## src/rtl/prm_scan_pkg.sv

```systemverilog
// Shared types and constants for the PRM edge-scan controller.
package prm_scan_pkg;

  // Width of one obstacle word (checker inputs A..O).
  localparam int OBS_W = 15;

  // Default bank geometry.
  localparam int DEF_NUM_EDGES = 512;
  localparam int DEF_LANES     = 16;

  // Scan controller states.
  typedef enum logic [1:0] {
    ST_IDLE  = 2'd0,
    ST_SCAN  = 2'd1,
    ST_DRAIN = 2'd2
  } scan_state_e;

  // Index width for a group counter; a single-group bank still gets a 1-bit index.
  function automatic int grp_width(input int groups);
    return (groups > 1) ? $clog2(groups) : 1;
  endfunction

endpackage

```

## src/rtl/prm_popcount.sv

```systemverilog
// Combinational population count of one group's edge mask.
module prm_popcount
  import prm_scan_pkg::*;
#(
  parameter int LANES = DEF_LANES,
  parameter int CNT_W = $clog2(LANES) + 1
) (
  input  logic [LANES-1:0] in_mask,
  output logic [CNT_W-1:0] count
);

  // Sum the set bits of the mask.
  always_comb begin
    count = '0;
    for (int i = 0; i < LANES; i++) begin
      count = count + CNT_W'(in_mask[i]);
    end
  end

endmodule

```

## src/rtl/prm_edge_scan_ctrl.sv

```systemverilog
// PRM edge-scan controller: latches one obstacle word, walks the checker bank
// group by group, and streams each group's edge mask out as a result beat while
// keeping a running count of blocked edges.
// Build option: define PRM_CHK_PIPE_EN when the checker bank has a registered
// output; each group then takes an issue cycle followed by a sample cycle.
module prm_edge_scan_ctrl
  import prm_scan_pkg::*;
#(
  parameter int NUM_EDGES = DEF_NUM_EDGES,
  parameter int LANES     = DEF_LANES
) (
  input  logic                                  clk,
  input  logic                                  rst,
  input  logic                                  obs_valid,
  output logic                                  obs_ready,
  input  logic [OBS_W-1:0]                      obs_word,
  output logic [OBS_W-1:0]                      chk_obs,
  output logic [grp_width(NUM_EDGES/LANES)-1:0] chk_grp,
  input  logic [LANES-1:0]                      chk_mask,
  output logic                                  res_valid,
  input  logic                                  res_ready,
  output logic [grp_width(NUM_EDGES/LANES)-1:0] res_grp,
  output logic [LANES-1:0]                      res_mask,
  output logic                                  res_last,
  output logic [$clog2(NUM_EDGES):0]            blk_cnt,
  output logic                                  busy
);

  localparam int GROUPS = NUM_EDGES / LANES;
  localparam int GRP_W  = grp_width(GROUPS);
  localparam int CNT_W  = $clog2(NUM_EDGES) + 1;
  localparam int PC_W   = $clog2(LANES) + 1;
  localparam logic [GRP_W-1:0] LAST_GRP = GRP_W'(GROUPS - 1);

  // Reject a bank that does not split into whole groups.
  if ((NUM_EDGES % LANES) != 0) begin : g_bad_cfg
    $error("prm_edge_scan_ctrl: NUM_EDGES must be a multiple of LANES");
  end

  scan_state_e      state_q, state_d;
  logic [OBS_W-1:0] chk_obs_q, chk_obs_d;
  logic [GRP_W-1:0] chk_grp_q, chk_grp_d;
  logic             res_valid_q, res_valid_d;
  logic [GRP_W-1:0] res_grp_q, res_grp_d;
  logic [LANES-1:0] res_mask_q, res_mask_d;
  logic             res_last_q, res_last_d;
  logic [CNT_W-1:0] blk_cnt_q, blk_cnt_d;
`ifdef PRM_CHK_PIPE_EN
  // 0 = chk_grp just issued to the registered bank, 1 = bank output valid.
  logic             phase_q, phase_d;
`endif

  logic [PC_W-1:0]  pop_cnt;
  logic             accept;
  logic             out_free;
  logic             sample_ok;
  logic             capture;
  logic             capture_last;
  logic             beat_done;
  logic             drain_done;

  prm_popcount #(
    .LANES (LANES),
    .CNT_W (PC_W)
  ) u_popcount (
    .in_mask (chk_mask),
    .count   (pop_cnt)
  );

  // Handshake and capture qualifiers shared by the FSM and datapath.
  always_comb begin
    accept       = (state_q == ST_IDLE) && obs_valid;
    out_free     = !res_valid_q || res_ready;
`ifdef PRM_CHK_PIPE_EN
    sample_ok    = phase_q;
`else
    sample_ok    = 1'b1;
`endif
    capture      = (state_q == ST_SCAN) && sample_ok && out_free;
    capture_last = capture && (chk_grp_q == LAST_GRP);
    beat_done    = res_valid_q && res_ready;
    drain_done   = (state_q == ST_DRAIN) && beat_done && res_last_q;
  end

  // State register and datapath flops with synchronous reset.
  always_ff @(posedge clk) begin
    // NOTE: non-blocking assignments so every flop samples pre-edge values and
    // simulation ordering between always_ff blocks cannot change the result.
    if (rst) begin
      state_q     <= ST_IDLE;
      chk_obs_q   <= '0;
      chk_grp_q   <= '0;
      res_valid_q <= 1'b0;
      res_grp_q   <= '0;
      res_mask_q  <= '0;
      res_last_q  <= 1'b0;
      blk_cnt_q   <= '0;
`ifdef PRM_CHK_PIPE_EN
      phase_q     <= 1'b0;
`endif
    end else begin
      state_q     <= state_d;
      chk_obs_q   <= chk_obs_d;
      chk_grp_q   <= chk_grp_d;
      res_valid_q <= res_valid_d;
      res_grp_q   <= res_grp_d;
      res_mask_q  <= res_mask_d;
      res_last_q  <= res_last_d;
      blk_cnt_q   <= blk_cnt_d;
`ifdef PRM_CHK_PIPE_EN
      phase_q     <= phase_d;
`endif
    end
  end

  // Next-state logic: accept -> scan all groups -> wait for the last beat.
  always_comb begin
    // NOTE: default assignment first so no path leaves state_d unassigned,
    // which would otherwise infer a latch.
    state_d = state_q;
    unique case (state_q)
      ST_IDLE:  if (obs_valid)    state_d = ST_SCAN;
      ST_SCAN:  if (capture_last) state_d = ST_DRAIN;
      ST_DRAIN: if (drain_done)   state_d = ST_IDLE;
      default:                    state_d = ST_IDLE;
    endcase
  end

  // State-decoded outputs.
  always_comb begin
    obs_ready = (state_q == ST_IDLE);
    busy      = (state_q != ST_IDLE);
  end

  // Datapath: obstacle latch, group walk, output register and blocked count.
  always_comb begin
    chk_obs_d   = chk_obs_q;
    chk_grp_d   = chk_grp_q;
    res_valid_d = res_valid_q;
    res_grp_d   = res_grp_q;
    res_mask_d  = res_mask_q;
    res_last_d  = res_last_q;
    blk_cnt_d   = blk_cnt_q;
`ifdef PRM_CHK_PIPE_EN
    phase_d     = phase_q;
`endif

    if (accept) begin
      chk_obs_d = obs_word;
      chk_grp_d = '0;
      blk_cnt_d = '0;
`ifdef PRM_CHK_PIPE_EN
      phase_d   = 1'b0;
`endif
    end

`ifdef PRM_CHK_PIPE_EN
    // The issue cycle always advances; the sample cycle waits for room.
    if ((state_q == ST_SCAN) && !phase_q) begin
      phase_d = 1'b1;
    end
`endif

    // A beat leaving the register frees it unless refilled below.
    if (beat_done) begin
      res_valid_d = 1'b0;
      res_last_d  = 1'b0;
    end

    if (capture) begin
      res_valid_d = 1'b1;
      res_grp_d   = chk_grp_q;
      res_mask_d  = chk_mask;
      res_last_d  = (chk_grp_q == LAST_GRP);
      blk_cnt_d   = blk_cnt_q + CNT_W'(pop_cnt);
      chk_grp_d   = (chk_grp_q == LAST_GRP) ? '0 : chk_grp_q + 1'b1;
`ifdef PRM_CHK_PIPE_EN
      phase_d     = 1'b0;
`endif
    end
  end

  assign chk_obs   = chk_obs_q;
  assign chk_grp   = chk_grp_q;
  assign res_valid = res_valid_q;
  assign res_grp   = res_grp_q;
  assign res_mask  = res_mask_q;
  assign res_last  = res_last_q;
  assign blk_cnt   = blk_cnt_q;

endmodule

```

## config.mk

```make
export PLATFORM = sky130hd
export DESIGN_NAME = prm_edge_scan_ctrl
export DESIGN_NICKNAME = d
export VERILOG_FILES = /design/src/rtl/prm_scan_pkg.sv /design/src/rtl/prm_popcount.sv /design/src/rtl/prm_edge_scan_ctrl.sv
export SDC_FILE = /design/constraint.sdc
export NUM_CORES = 1
export LEC_CHECK = 0
export CORE_MARGIN = 1.5
export CORE_UTILIZATION = 49
export DETAILED_ROUTE_END_ITERATION = 8
export PLACE_DENSITY = 0.95
export SLEW_MARGIN = 30
export SYNTH_ARGS = -nofsm -noshare
export SYNTH_HDL_FRONTEND = slang
export SYNTH_SLANG_ARGS = --single-unit
```

## constraint.sdc

```tcl
create_clock -name clk -period 12.87 [get_ports clk]
set_input_delay 3.861 -clock clk [delete_from_list [all_inputs] [get_ports clk]]
set_output_delay 3.861 -clock clk [all_outputs]
set_load 0.005 [all_outputs]
```

# [Yosys cells after proc, flatten, opt, wreduce, memory -nomap -nowiden]
# Cells that the tools add are included.
[totals] n_memories=0 ram_bits=0 wordCells=56 output_inout_bits=55 latchBits=0 in_bits=35 romBits=0 regBits=55
[op_classes] mux=12 magnitude_cmp=0 multipliers=0 n_reduce_logical=13 n_eq_ne=6 shift=0 add_sub_neg=17 div_mod_pow=0 bitwise_logic=0
[ops] op="adder 5 x 1 -> 5 bit" count=14
[ops] op="two-way mux 10 bit" count=2
[ops] op="two-way mux 5 bit" count=3
[ops] op="adder 10 x 5 -> 10 bit" count=1
[ops] op="logical AND 1 bit" count=6
[ops] op="two-way mux 2 bit" count=3
[ops] op="inequality test 2 bit, second input constant" count=3
[ops] op="case mux 2 bit (3 select lines)" count=1
[ops] op="nonzero test 2 bit" count=3
[ops] op="adder 5 x 1 -> 5 bit, second input constant" count=1
[ops] op="== test 5 bit, second input constant" count=1
[ops] op="two-way mux 1 bit" count=3
[ops] op="AND reduction 3 bit" count=1
[ops] op="adder 1 x 1 -> 2 bit" count=1
[ops] op="== test 2 x 1 -> 1 bit, second input constant" count=1
[ops] op="== test 2 bit, second input constant" count=1
[ops] op="zero test 2 bit" count=1
[ops] op="zero test 1 bit" count=1
[ops] op="logical OR 1 bit" count=1

# [Longest topological paths before layout]
[depth] ltp_word=17 depth_mapped=18 ltp_nobuf=18

# [Cells and area by module]
# Synthesis repeated with hierarchy kept, for this count alone.
[hier_totals] hier_cells=329 hier_area_um2=2720.1
[by_module_without_submodules] mod="prm_edge_scan_ctrl" instances=1 cells_per_inst=282 seq_area_each_um2=1101.1 area_each_um2=2312.2
[by_module_without_submodules] mod="prm_popcount" instances=1 cells_per_inst=47 seq_area_each_um2=0.0 area_each_um2=407.9

# [Least setup slack after synthesis]
# Ideal clock, no wire load.
[synth_path] path_kind="input port to flip-flop" startpoint="input chk_mask[0]" endpoint="register blk_cnt_q[6] (netlist: blk_cnt[6])" arrival_ps=8167 stages=14 setup_slack_ps=4582 setup_ps=121 path_buffers=0 cell_sequence="ha_1 > inv_1 > fa_1 > fa_1 > fa_1 > fa_1 > fa_1 > fa_1 > xnor2_1 > ha_1 > and3b_1 > o21a_1 > o211ai_1 > mux2_2"
[synth_via] elab_chain_len=17
[synth_rtl] item="start, declared" line="prm_edge_scan_ctrl.sv:19" text="input logic [LANES-1:0] chk_mask,"
[synth_rtl] item="adder 1 x 1 -> 2 bit" line="prm_popcount.sv:16" text="count = count + CNT_W'(in_mask[i]);"
[synth_rtl] item="adder 5 x 1 -> 5 bit (14 in a row)" line="prm_popcount.sv:16"
[synth_rtl] item="adder 10 x 5 -> 10 bit" line="prm_edge_scan_ctrl.sv:175" text="blk_cnt_d = blk_cnt_q + CNT_W'(pop_cnt);"
[synth_rtl] item="two-way mux 10 bit" line="prm_edge_scan_ctrl.sv:170" text="if (capture) begin"
[synth_rtl] item="end signal, assigned" line="prm_edge_scan_ctrl.sv:109" text="blk_cnt_q <= blk_cnt_d;"
[synth_rtl] item="end, declared" line="prm_edge_scan_ctrl.sv:47" text="logic [CNT_W-1:0] blk_cnt_q, blk_cnt_d;"
# No other way between the ends.
# A chain may end at the register's enable or synchronous reset.

# [Final worst setup path]
# Ends and elaborated chain as after synthesis.

==> impl_metrics.py <==
metrics = {
    "timing": {
        "fmax_ghz": 0.116,
        "finalSetupViolCount": 0,
        "slew-limit-headroom_pct": 33.9,
        "final.period_utilization_pct": 67.3,
        "rsz0062_at_grt": "false",
        "min_period_ns": 8.66,
        "finalClockSkew_ns": 0.00613,
        "hold_slack_ns": 0.456,
        "layout_setup_ws_ns": 4.21,
        "setup_tns_ns": 0,
        "hold_viol_final": 0,
        "tightest_slew_ns": 0.991,
        "final_max_slew_viol_count": 0,
    },
    "critical_path": {
        "cp.arrival_ns": 8.86,
        "timing.rr.start": "state_q[1]",
        "crit_start": "chk_mask[0]",
        "cp_common_cell": "fa_1",
        "path_max_fanout": 4,
        "cpLargestDelayFamily": "adder cells",
        "critPathKind": "primary input to flop",
        "critPathBufInv": 2,
        "cp.required_ns": 13.07,
        "slowest_stage": "fa_1",
        "cp-end-kind": "flop",
        "critPathMaxStageDelay_ns": 0.54,
        "path_cells": "clkdlybuf4s50_1, ha_1, inv_1, fa_1, fa_1, fa_1, fa_1, fa_1, fa_1, xnor2_1, ha_1, and3b_1, o21a_1, o211ai_1, mux2_2",
        "startpoint_type": "primary input",
    },
    "synth": {
        "synthSimpleGateAreaFrac_pct": 20.4,
        "synth_cells": 319,
        "yosysSeqAreaShare_pct": 41.2,
        "yosysWarnings": 0,
        "synth_edf_count": 0,
        "synth_area_um2": 2670,
        "synthArstFlopShare_pct": 0,
        "syn_avg_cell_area_um2": 8.38,
        "ys_types": 40,
        "synth_xor_xnor_area_share_pct": 1.31,
        "synthAdderAreaFrac_pct": 14.3,
        "synth_top_flop_cell": "dfxtp_1",
        "synth_compound_area_share_pct": 15.2,
        "ys_ff_latch": 55,
        "synth_top_family_by_area": "simple AND/OR/NAND/NOR gates",
        "synth_fp_nets": 378,
        "synthMuxAreaShare_pct": 1.26,
    },
    "placed_design": {
        "dp_hpwl_mm": 4.60,
        "pre_cts_ws_ns": 3.90,
        "dp_cells": 465,
        "gp_congestion": 0.872,
        "placed_area_um2": 3590,
        "portBuffers": 89,
    },
    "power_and_ir_drop": {
        "total_power_uw": 494,
        "power.density_nw_per_um2": 133,
        "leakagePower_nw": 1.52,
        "ir_drop_v": 0.000134,
    },
    "final_layout": {
        "instances_no_fill": 473,
        "final_area_um2": 3700,
        "diodes": 0,
        "area_growth_syn_to_layout_pct": 38.4,
        "final_nets": 461,
        "fin_util_pct": 71.6,
        "layout-drive-gt1-share_pct": 3.72,
    },
    "clocking": {
        "cts_hold_buf": 0,
        "clkLatencyLatePin_ns": 0.31,
        "cts_tree": "yes",
        "clock-root-buffer": "clkbuf_8",
        "post_cts_buffers": 0,
        "cts_resized": 0,
        "clk_pin_slew_worst_paths_ns": 0.09,
        "cts_sinks": 55,
        "htree_num_levels": 2,
        "clock_path_buffers": 2,
        "cts_buffers": 5,
    },
    "floorplanning": {
        "io_pins": 90,
        "num_rows": 26,
        "die_h_um": 76.9,
        "dieArea_um2": 5910,
        "die_w_um": 76.9,
        "core_um2": 5170,
        "initial_utilization_pct": 51.7,
    },
    "global_routing": {
        "grt_pass1_wl_mm": 10.8,
        "grt_overflow": 0,
        "grt_max_degree": 57,
        "grt.total_usage_pct": 22.7,
        "grt_pass1_vias": 2374,
        "antenna_found_initial": 0,
    },
    "drt": {
        "ant_nets": 0,
        "initialDrtViolationCount": 135,
        "route.vias.total": 2457,
        "drc": 0,
        "wire_per_inst_um": 13.7,
        "firstDrtPassIters": 4,
        "vias_per_cell": 5.19,
        "wl_mm": 6.50,
    },
    "worst_hold_path": {
        "min_path_type": "flop to flop",
        "hold_path_startpoint": "res_grp[2]",
    },
    "flow_run": {
        "maxCapViolCount": 0,
    },
    "status": {
        "status": "complete, no violations",
    },
}
## final timing paths
kind	to	slack, ns	cells past startpoint
worst min-delay path	res_grp[2]	0.46	2
worst min register to register	res_grp[2]	0.46	2
worst max register to register	chk_grp[2]	10.92	4
worst max-delay path	blk_cnt[6]	4.21	15
## area by class of cell
| cell class | count | area [um2] |
|---|---|---|
| Clock buffer | 8 | 100 |
| Tap cell | 70 | 87.6 |
| Multi-Input combinational cell | 222 | 1410 |
| Timing Repair Buffer | 90 | 896 |
| Inverter | 28 | 105 |
| Fill cell | 398 | 1470 |
| Sequential cell | 55 | 1100 |
## flip-flops by register name (all words and copies together), names as in the netlist
register,cells
res_last,1
res_grp,5
res_valid,1
blk_cnt,10
chk_obs,15
res_mask,16
chk_grp,5
state_q,2
## kinds of logic (layout without fill, tap and decap cells)
group	Yosys count	in the layout
xor+xnor	4	4
simple gates	121	121
compound gates	70	70
flops	55	55
mux	3	3
fa+ha+maj	24	24
buf+inv	42	126
## placed cells by master (no fill, tap or decap), drive strengths merged
cell type and instances:
and2 1, nand3 2, nor2 14, mux2 3
a2111oi 1, and3b 1, dfxtp 55, nand2b 2
o21a 2, xnor2 4, o211ai 3, clkbuf 8
nor2b 2, a32oi 1, clkdlybuf4s50 88, a21o 3
a31oi 1, nand4b 1, ha 13, inv 28
nor4 3, and3 6, a32o 1, nor3 3
buf 2, o2bb2ai 1, fa 11, a211o 1
nand3b 1, and2b 2, nor3b 1, o21ai 5
a22oi 4, or4b 2, o2111ai 1, or3 2
a21oi 46, nand2 78
## worst reg2reg max path: stages (launching register included)
cell and delay [ns]:
dfxtp_1 0.46, and2b_1 0.26, a21oi_1 0.77, o21ai_0 0.22
a21oi_1 0.17
## metal layers
layer	GRT usage (%)	vias to the layer above	share of wire, %
li1	-	1222	-
met1	28.2	1137	42
met2	38.8	88	51
met3	3.81	10	5.0
met4	9.07	0	1.8
met5	0	-	0
## synthesized netlist by cell type (2+ instances only)
master    instances  area share, %
a21o_1            3           0.84
a21oi_1          46            8.6
a22oi_1           4            1.1
and2b_1           2           0.56
and3_1            6            1.4
buf_1             2           0.28
buf_2             4           0.75
clkbuf_1          7           0.98
dfxtp_1          55             41
fa_1             11            8.2
ha_1             13            6.1
inv_1            28            3.9
mux2_2            3            1.3
nand2_1          77             11
nand2b_1          2           0.47
nand3_1           2           0.37
nor2_1           14            2.0
nor2b_1           2           0.47
nor3_1            3           0.56
nor4_1            3           0.70
o211ai_1          3           0.84
o21a_1            2           0.56
o21ai_0           5           0.94
or3_1             2           0.47
or4b_1            2           0.75
xnor2_1           4            1.3
## report_power, final
group | internal (mW) | switching, mW | leakage [nW]
registers | 0.182 | 0.0106 | 0.449
logic | 0.102 | 0.0967 | 1.02
clock network | 0.0492 | 0.0532 | 0.0515
No activity file was read; power rests on OpenSTA's default activity.
